==> src/rtl/conv3x3_filter.sv <==
// conv3x3_filter: 3x3 column-streamed convolution filter (Laplace, Sobel-x,
// Sobel-y, identity) with magnitude/shift/saturate output and a credit-managed
// first-word-fall-through output FIFO.
module conv3x3_filter #(
   parameter int PIX_W     = 8,
   parameter int SHIFT     = 3,
   parameter int OUT_DEPTH = 4
) (
   input  logic             i_clk,
   input  logic             i_rst_n,
   input  logic [PIX_W-1:0] i_pixel_1,
   input  logic [PIX_W-1:0] i_pixel_2,
   input  logic [PIX_W-1:0] i_pixel_3,
   input  logic             i_sof,
   input  logic [1:0]       i_mode,
   input  logic             i_pixel_valid,
   output logic             o_pixel_ack,
   output logic             o_pixel_valid,
   input  logic             i_pixel_ack,
   output logic [PIX_W-1:0] o_pixel
);

   localparam int KW = PIX_W + 5;
   localparam int AW = $clog2(OUT_DEPTH);
   localparam logic [PIX_W-1:0] PIX_MAX = '1;

   localparam logic [1:0] MODE_LAPLACE = 2'd0;
   localparam logic [1:0] MODE_SOBEL_X = 2'd1;
   localparam logic [1:0] MODE_SOBEL_Y = 2'd2;
   localparam logic [1:0] MODE_IDENT   = 2'd3;

   // Zero-extend an unsigned pixel into the signed kernel width.
   function automatic logic signed [KW-1:0] ext(input logic [PIX_W-1:0] p);
      return signed'({5'b0, p});
   endfunction

   // Magnitude, right shift (skipped for identity) and clamp to the pixel range.
   function automatic logic [PIX_W-1:0] abs_shift_sat(input logic signed [KW-1:0] k,
                                                      input logic ident);
      logic [KW-1:0] mag;
      mag = k[KW-1] ? $unsigned(-k) : $unsigned(k);
      if (!ident) mag = mag >> SHIFT;
      if (mag > KW'(PIX_MAX)) return PIX_MAX;
      return mag[PIX_W-1:0];
   endfunction

   logic                    accept;
   logic                    result_en;
   logic [1:0]              col_cnt;
   logic [1:0]              mode_q;
   logic [PIX_W-1:0]        win_p0 [3][3];
   logic                    vld_p0;

   logic signed [KW-1:0]    pos_sum;
   logic signed [KW-1:0]    neg_sum;
   logic signed [KW-1:0]    pos_p1;
   logic signed [KW-1:0]    neg_p1;
   logic [1:0]              mode_p1;
   logic                    vld_p1;

   logic [PIX_W-1:0]        res_p2;
   logic                    vld_p2;

   logic [PIX_W-1:0]        mem [OUT_DEPTH];
   logic [AW-1:0]           wr_ptr;
   logic [AW-1:0]           rd_ptr;
   logic [AW:0]             fifo_count;
   logic [PIX_W-1:0]        last_pix;
   logic                    fifo_rd;
   logic [AW+1:0]           occupancy;

   assign accept    = i_pixel_valid & o_pixel_ack;
   // A result exists once three columns of the current line are in the window.
   assign result_en = accept & ~i_sof & (col_cnt >= 2'd2);

   // Every result not yet in the FIFO holds a credit, so the FIFO never overflows.
   assign occupancy   = (AW+2)'(fifo_count) + (AW+2)'(vld_p0) + (AW+2)'(vld_p1)
                        + (AW+2)'(vld_p2);
   assign o_pixel_ack = i_rst_n & (occupancy < (AW+2)'(OUT_DEPTH));

   assign o_pixel_valid = (fifo_count != '0);
   assign o_pixel       = o_pixel_valid ? mem[rd_ptr] : last_pix;
   assign fifo_rd       = o_pixel_valid & i_pixel_ack;

   // Window shift, column counter, kernel latch and first-stage valid.
   always_ff @(posedge i_clk or negedge i_rst_n) begin
      if (!i_rst_n) begin
         col_cnt <= '0;
         mode_q  <= MODE_LAPLACE;
         vld_p0  <= 1'b0;
         for (int r = 0; r < 3; r++)
            for (int c = 0; c < 3; c++)
               win_p0[r][c] <= '0;
      end else begin
         vld_p0 <= result_en;
         if (accept) begin
            for (int r = 0; r < 3; r++) begin
               win_p0[r][2] <= win_p0[r][1];
               win_p0[r][1] <= win_p0[r][0];
            end
            win_p0[0][0] <= i_pixel_1;
            win_p0[1][0] <= i_pixel_2;
            win_p0[2][0] <= i_pixel_3;
            if (i_sof) begin
               col_cnt <= 2'd1;
               mode_q  <= i_mode;
            end else if (col_cnt != 2'd3) begin
               col_cnt <= col_cnt + 2'd1;
            end
         end
      end
   end

   // Positive and negative kernel halves for the selected mode.
   always_comb begin
      pos_sum = '0;
      neg_sum = '0;
      case (mode_q)
         MODE_LAPLACE: begin
            pos_sum = ext(win_p0[1][1]) <<< 3;
            neg_sum = ext(win_p0[0][0]) + ext(win_p0[0][1]) + ext(win_p0[0][2])
                    + ext(win_p0[1][0]) + ext(win_p0[1][2])
                    + ext(win_p0[2][0]) + ext(win_p0[2][1]) + ext(win_p0[2][2]);
         end
         MODE_SOBEL_X: begin
            pos_sum = ext(win_p0[0][0]) + (ext(win_p0[1][0]) <<< 1) + ext(win_p0[2][0]);
            neg_sum = ext(win_p0[0][2]) + (ext(win_p0[1][2]) <<< 1) + ext(win_p0[2][2]);
         end
         MODE_SOBEL_Y: begin
            pos_sum = ext(win_p0[0][0]) + (ext(win_p0[0][1]) <<< 1) + ext(win_p0[0][2]);
            neg_sum = ext(win_p0[2][0]) + (ext(win_p0[2][1]) <<< 1) + ext(win_p0[2][2]);
         end
         default: begin
            pos_sum = ext(win_p0[1][1]);
            neg_sum = '0;
         end
      endcase
   end

   // Pipeline control: valids and kernel mode travel with the data.
   always_ff @(posedge i_clk or negedge i_rst_n) begin
      if (!i_rst_n) begin
         vld_p1  <= 1'b0;
         vld_p2  <= 1'b0;
         mode_p1 <= MODE_LAPLACE;
      end else begin
         vld_p1  <= vld_p0;
         vld_p2  <= vld_p1;
         mode_p1 <= mode_q;
      end
   end

   // Pipeline data: partial sums, then magnitude/shift/saturate.
   always_ff @(posedge i_clk) begin
      pos_p1 <= pos_sum;
      neg_p1 <= neg_sum;
      res_p2 <= abs_shift_sat(pos_p1 - neg_p1, mode_p1 == MODE_IDENT);
   end

   // FIFO storage write.
   always_ff @(posedge i_clk) begin
      if (vld_p2) mem[wr_ptr] <= res_p2;
   end

   // FIFO pointers, count and the held output value.
   always_ff @(posedge i_clk or negedge i_rst_n) begin
      if (!i_rst_n) begin
         wr_ptr     <= '0;
         rd_ptr     <= '0;
         fifo_count <= '0;
         last_pix   <= '0;
      end else begin
         if (vld_p2) wr_ptr <= wr_ptr + AW'(1);
         if (fifo_rd) begin
            rd_ptr   <= rd_ptr + AW'(1);
            last_pix <= mem[rd_ptr];
         end
         case ({vld_p2, fifo_rd})
            2'b10:   fifo_count <= fifo_count + (AW+1)'(1);
            2'b01:   fifo_count <= fifo_count - (AW+1)'(1);
            default: fifo_count <= fifo_count;
         endcase
      end
   end

endmodule

==> config.mk <==
export PLATFORM = sky130hd
export DESIGN_NAME = conv3x3_filter
export DESIGN_NICKNAME = d
export VERILOG_FILES = /design/src/rtl/conv3x3_filter.sv
export SDC_FILE = /design/constraint.sdc
export NUM_CORES = 1
export LEC_CHECK = 0
export BUFFER_PORTS_ARGS = -buffer_cell sky130_fd_sc_hd__buf_2
export CORE_MARGIN = 4
export CORE_UTILIZATION = 35
export CTS_CLUSTER_SIZE = 28
export DETAILED_ROUTE_END_ITERATION = 16
export PLACE_DENSITY_LB_ADDON = 0.3
export RECOVER_POWER = 100
export SYNTH_ARGS = -nofsm -noshare
export SYNTH_HDL_FRONTEND = slang
export SYNTH_SLANG_ARGS = --single-unit
==> constraint.sdc <==
create_clock -name i_clk -period 5.7 [get_ports i_clk]
set_input_delay 1.14 -clock i_clk [delete_from_list [all_inputs] [get_ports i_clk]]
set_output_delay 1.14 -clock i_clk [all_outputs]
set_load 0.02 [all_outputs]
==> impl_metrics.py, run 1 <==
metrics = {
    "finish": {
        "nets": 1120,
        "num_antenna_cells": 0,
        "area_delta_synth_final_pct": 10.7,
        "drive_above_1_share": 0.178,
        "finalNonFillerCells": 1343,
    },
    "timing": {
        "worstMarginPinSlew_ns": 2.11,
        "tns_ns": 0,
        "finalCritPeriodShare": 0.817,
        "setup_viol": 0,
        "finalCriticalPeriod_ns": 4.66,
        "fin_worst_skew_ns": 0.0144,
        "maxSlewHeadroom": -0.407,
        "rsz0062_at_grt": "false",
        "hold_violations": 0,
        "fmax_ghz": 0.215,
        "slew_violations": 100,
    },
    "critical_path": {
        "critical_path_class": "flip-flop to flip-flop",
        "critPathCaptureType": "flip-flop",
        "worstSetupStartpointType": "flip-flop",
        "path_cells": "inv_1, fa_1, inv_1, fa_1, fa_1, inv_1, fa_1, inv_1, ha_1, a21o_1, a21oi_1, o21ai_0, a21oi_1, o21ai_0, xnor2_1, a221oi_1, a21o_1",
        "critical_path.max_fanout": 4,
        "arrival_ns": 5.03,
        "ff2ff_setup_slack_ns": 1.04,
        "crit_slowest_cell": "fa_1",
        "cp.required_ns": 6.07,
        "r2r-start": "win_p0[3]",
        "cp-startpoint": "win_p0[3]",
        "critPathMaxStageDelay_ns": 0.58,
    },
    "synthesis": {
        "synth.distinct_cells": 66,
        "yosysSeqAreaShare": 0.378,
        "synth_top_flop_cell": "dfrtp_1",
        "synthCells": 905,
        "async_flop_share": 0.608,
        "synth.avg_cell_area_sq_um": 11.6,
        "synth_edf_count": 32,
        "yosys_warnings": 0,
        "synth-seq-cells": 158,
        "syn_nets": 1085,
        "synthesis.area_sq_um": 10500,
    },
    "grt": {
        "grtUsageMet1": 0.178,
        "grt_pass1_wl_um": 35000,
        "first_global_vias": 6680,
        "grt_max_degree": 63,
        "met2_usage": 0.221,
        "antenna_found_initial": 0,
        "grt-ovfl-total": 0,
        "top_usage_layer": "met2",
        "grt.total_usage": 0.131,
        "met3_usage": 0.0234,
    },
    "die": {
        "start_util": 0.354,
        "core_sq_um": 29600,
        "fp.dieArea_sq_um": 32800,
        "fp.dieH_um": 181,
        "rows": 63,
        "die_w_um": 181,
        "io_pins": 41,
    },
    "clock_network": {
        "worstSkewPairLatency_ns": 0.43,
        "cts_resized": 0,
        "cts.sinks": 158,
        "cts-buffers-inserted": 17,
        "root_buffer": "clkbuf_16",
        "cts_htree_levels": 4,
        "cts_buffer_depth": 2,
        "hold_buffers": 0,
        "cts_tree": "yes",
        "path_clk_slew_ns": 0.07,
        "cts_setup_buffers": 0,
    },
    "status": {
        "outcome": "finished, violations left",
        "violations": "max-capacitance violations, max-slew violations",
    },
    "route": {
        "first_iter_violations": 298,
        "ant_nets": 0,
        "drc": 0,
        "dr_total_vias": 6313,
        "drt_first_pass_iters": 4,
        "avgViaCountPerCell": 4.70,
        "wl_per_cell_um": 15.2,
        "wirelength_um": 20400,
    },
    "flow_run": {
        "cap_violations": 2,
    },
    "worst_hold_path": {
        "min_from": "vld_p1",
        "hp-class": "flip-flop to flip-flop",
    },
    "placement": {
        "portBuffers": 40,
        "place_inst": 1311,
        "hpwl_um": 15900,
        "place_congestion": 0.827,
    },
}
## cell usage in the layout (no fill, tap or decap), types with 13 or more instances in the layout
cell	instances
inv_1	141
dfrtp_1	96
fa_1	82
mux2_2	74
ha_1	67
nand2_1	52
o21ai_0	40
a21oi_1	36
edfxtp_1	32
dfxtp_1	30
buf_2	29
xnor2_1	28
a21o_1	23
xor2_1	19
clkbuf_16	17
nor2_1	16
mux4_2	13
## path summary, 6_finish.rpt
check                                end  cells after the start
setup reg to reg               neg_p1[9]                     17
hold / removal                    vld_p2                      0
min in group asynchronous  fifo_count[0]                      1
max in group asynchronous     win_p0[33]                      2
setup / recovery               neg_p1[9]                     17
hold reg to reg                   vld_p2                      0
## metal layers
| layer | wire (um) | part of all wire |
|---|---|---|
| met5 | 0 | 0 |
| met4 | 120 | 0.0059 |
| met3 | 400 | 0.020 |
| met2 | 10100 | 0.50 |
| met1 | 9760 | 0.48 |
## per-stage QoR
| stage | hold slack (ns) | setup slack (ns) | area, sq um | utilization |
|---|---|---|---|---|
| 6_report | 0.375 | 1.04 | 11600 | 0.392 |
| 5_1_grt | 0.394 | 0.556 | 11600 | 0.392 |
| 4_1_cts | 0.377 | 1.03 | 11700 | 0.394 |
| 3_5_place_dp | 0.362 | 1.04 | 11100 | 0.375 |
| 3_3_place_gp | 0.356 | 1.12 | 11100 | 0.375 |
| 2_1_floorplan | 0.352 | 1.35 | 10500 | - |
## registers in the layout (all words and copies together), names as in the netlist
name and flops:
neg_p1 11, mode_p1 2, last_pix 8, vld_p1 1, col_cnt 2, fifo_count 3, vld_p2 1, wr_ptr 2
rd_ptr 2, vld_p0 1, mem 32, win_p0 72, res_p2 8, mode_q 2, pos_p1 11
## critical path: cells and delay by family, from the launching register on
kind                       cells  cell delay [ns]
buffers and inverters          4             0.28
DFF                            1             0.44
xor gates and xnor gates       1             0.14
adders and majority gates      5             2.46
AOI/OAI and AO/OA              7             1.30
## kinds of logic after synthesis
logic type	share of synthesized area
adder cells (fa/ha/maj)	0.237
XOR/XNOR	0.0393
AND/OR/NAND/NOR	0.0560
flip-flops	0.378
buffers and inverters	0.0634
AO/OA/AOI/OAI	0.113
multiplexers	0.113
## cell type report
cell class                      count  area [sq um]
Inverter                          142           533
Tap cell                          390           488
Fill cell                        2882         18000
Clock inverter                     15           153
Multi-Input combinational cell    577          5830
Clock buffer                       17           425
Sequential cell                   158          3960
Timing Repair Buffer               44           210
## cell usage after synthesis, types with 4 or more instances
cell / n / share of area
inv_1: 141 / 0.051
dfrtp_1: 96 / 0.23
fa_1: 82 / 0.16
mux2_2: 74 / 0.080
ha_1: 67 / 0.080
nand2_1: 53 / 0.019
o21ai_0: 40 / 0.019
a21oi_1: 35 / 0.017
edfxtp_1: 32 / 0.092
dfxtp_1: 30 / 0.057
xnor2_1: 28 / 0.023
a21o_1: 23 / 0.016
xor2_1: 19 / 0.016
nor2_1: 16 / 0.0057
clkbuf_1: 15 / 0.0054
mux4_2: 13 / 0.028
o21bai_1: 10 / 0.0072
o22ai_1: 10 / 0.0060
a32oi_1: 7 / 0.0059
buf_1: 7 / 0.0025
nor3_1: 7 / 0.0033
and2_1: 6 / 0.0036
mux2i_1: 6 / 0.0057
nor2b_1: 6 / 0.0036
a31oi_1: 5 / 0.0030
and3_1: 5 / 0.0030
o21a_1: 5 / 0.0036
nand2b_1: 4 / 0.0024
nand3_1: 4 / 0.0019
Power of run 1 is left out: the tool's default activity adds up to more than one toggle a clock period on the data nets, which glitch-free logic cannot reach.
==> run 2, diff against run 1 <==
==> constraint.sdc (replaced) <==
create_clock -name i_clk -period 3.89 [get_ports i_clk]
set_input_delay 0.778 -clock i_clk [delete_from_list [all_inputs] [get_ports i_clk]]
set_output_delay 0.778 -clock i_clk [all_outputs]
set_load 0.02 [all_outputs]
==> run 2 against run 1 <==
Against the previous run:
- the run ends with max-capacitance violations, max-slew violations, negative setup slack left
- worst hold slack better by 0.0060 ns
- register-to-register slack worse by 1.3 ns
- sequential cell count unchanged
- die area unchanged
- non-clock buffer count up 63
- global-route usage up 0.41 points
- critical path depth up 2
- fmax up 13%
- routed wire length up 2.0%
- clock skew down 0.0048 ns
- cell area up 4.5%
- via count up 3.5%
==> impl_metrics.py, run 2 (same netlist as run 1, synthesis figures left out) <==
metrics = {
    "grt": {
        "antenna_found_initial": 0,
        "grt_max_degree": 77,
        "grt.total_usage": 0.135,
        "grt_pass1_wl_um": 35900,
        "grt-ovfl-total": 0,
        "first_global_vias": 6984,
    },
    "route": {
        "dr_total_vias": 6533,
        "drt_first_pass_iters": 4,
        "wl_per_cell_um": 14.8,
        "wirelength_um": 20800,
        "first_iter_violations": 284,
        "drc": 0,
        "ant_nets": 0,
        "avgViaCountPerCell": 4.65,
    },
    "clock_network": {
        "hold_buffers": 0,
        "path_clk_slew_ns": 0.07,
        "root_buffer": "clkbuf_16",
        "cts.sinks": 158,
        "cts-buffers-inserted": 17,
        "worstSkewPairLatency_ns": 0.44,
        "cts_htree_levels": 4,
        "cts_buffer_depth": 2,
        "cts_tree": "yes",
    },
    "die": {
        "die_w_um": 181,
        "fp.dieArea_sq_um": 32800,
        "io_pins": 41,
        "rows": 63,
        "start_util": 0.354,
        "fp.dieH_um": 181,
        "core_sq_um": 29600,
    },
    "timing": {
        "slew_violations": 117,
        "finalCriticalPeriod_ns": 4.11,
        "fmax_ghz": 0.243,
        "timing.final.ws_setup_ns": -0.221,
        "fin_worst_skew_ns": 0.00958,
        "setup_viol": 6,
        "maxSlewHeadroom": -0.489,
        "worstMarginPinSlew_ns": 2.23,
        "rsz0062_at_grt": "true",
        "finalCritPeriodShare": 1.06,
        "hold_violations": 0,
    },
    "finish": {
        "area_delta_synth_final_pct": 15.8,
        "regMostFlops": "win_p0",
        "layout_common_cells": "inv_1 (131), dfrtp_1 (96), fa_1 (79)",
        "num_antenna_cells": 0,
        "reg_top3": "win_p0 x72, mem x32",
        "nets": 1183,
        "final_common_cell": "inv_1",
        "regArea_sq_um": 3960,
        "final.fill_count": 2851,
        "drive_above_1_share": 0.246,
        "multi_input_area_sq_um": 5900,
        "largest_reg_flops": 72,
        "fin_area_sq_um": 12100,
    },
    "critical_path": {
        "cp_common_cell": "inv_2",
        "cp.required_ns": 4.25,
        "critical_path.max_fanout": 2,
        "critPathMaxStageDelay_ns": 0.56,
        "worstSetupStartpointType": "flip-flop",
        "crit_slowest_cell": "fa_2",
        "cp_num_buf_inv": 5,
        "critPathCaptureType": "flip-flop",
        "arrival_ns": 4.47,
        "cp_top_family": "adder cells",
        "path_cells": "inv_2, fa_1, inv_2, fa_2, fa_1, inv_2, fa_1, inv_2, ha_4, inv_2, fa_2, nor2b_4, o21ai_2, a21boi_2, o21ai_1, nand2b_1, xor2_1, mux2i_1, o22ai_1",
        "critical_path_class": "flip-flop to flip-flop",
    },
    "flow_run": {
        "cap_violations": 2,
    },
    "placement": {
        "place_area_sq_um": 11500,
        "portBuffers": 40,
        "hpwl_um": 16100,
        "place_congestion": 0.836,
    },
    "worst_hold_path": {
        "hp-class": "flip-flop to flip-flop",
    },
    "status": {
        "violations": "max-capacitance violations, max-slew violations, negative setup slack",
        "outcome": "finished, violations left",
    },
}
run 2: changes by cell type in the layout (fill, tap and decap cells not counted), sizes merged:
cell / delta
buf: +57
inv: +3
clkinvlp: -4
clkinv: -1
bufinv: +1
clkbuf: +7
run 2: path summary, 6_finish.rpt:
path                                 start            end  slack (ns)  cells after the start
worst max-delay path            win_p0[10]      neg_p1[8]       -0.22                     19
worst min-delay path                vld_p1         vld_p2        0.38                      0
worst max register to register  win_p0[10]      neg_p1[8]       -0.22                     19
worst min register to register      vld_p1         vld_p2        0.38                      0
max in group asynchronous          i_rst_n     win_p0[42]        0.80                      3
min in group asynchronous          i_rst_n  fifo_count[0]        1.15                      2
run 2: area by class of cell:
class                      instances  area share
clock buffer                      18      0.0362
inverter                         142      0.0439
clock inverter                    14      0.0118
timing repair buffer             107      0.0548
sequential                       158       0.327
multi-input combinational        577       0.486
tap                              390      0.0402
run 2: metrics by stage:
stage | hold slack [ns] | setup slack [ns] | utilization | TNS [ns] | cells
finish | 0.381 | -0.221 | 0.410 | -0.954 | 1406
CTS | 0.386 | -0.269 | 0.411 | -1.08 | 1403
floorplan | 0.352 | -0.138 | - | -0.377 | 905
global route | 0.398 | -0.405 | 0.410 | -2.21 | 1406
detailed placement | 0.364 | -0.311 | 0.389 | -1.02 | 1363
global placement | 0.358 | -0.275 | 0.389 | -0.857 | 1363
run 2: per-layer routing:
metal | vias to the layer above | wire length [um] | part of all wire | GRT usage
met1 | 3172 | 9980 | 0.48 | 0.185
met3 | 18 | 474 | 0.023 | 0.0262
met5 | - | 0 | 0 | 0
met4 | 0 | 204 | 0.0098 | 0.0315
met2 | 60 | 10100 | 0.49 | 0.224
li1 | 3283 | - | - | -
run 2: timing repair:
item | 4_1_cts | 5_1_grt
pin swaps | 8 | 8
setup endpoints to repair | 5 | 7
buffers inserted | 8 | 5
resized for setup | 11 | 8
Power of run 2 is left out for the same reason.
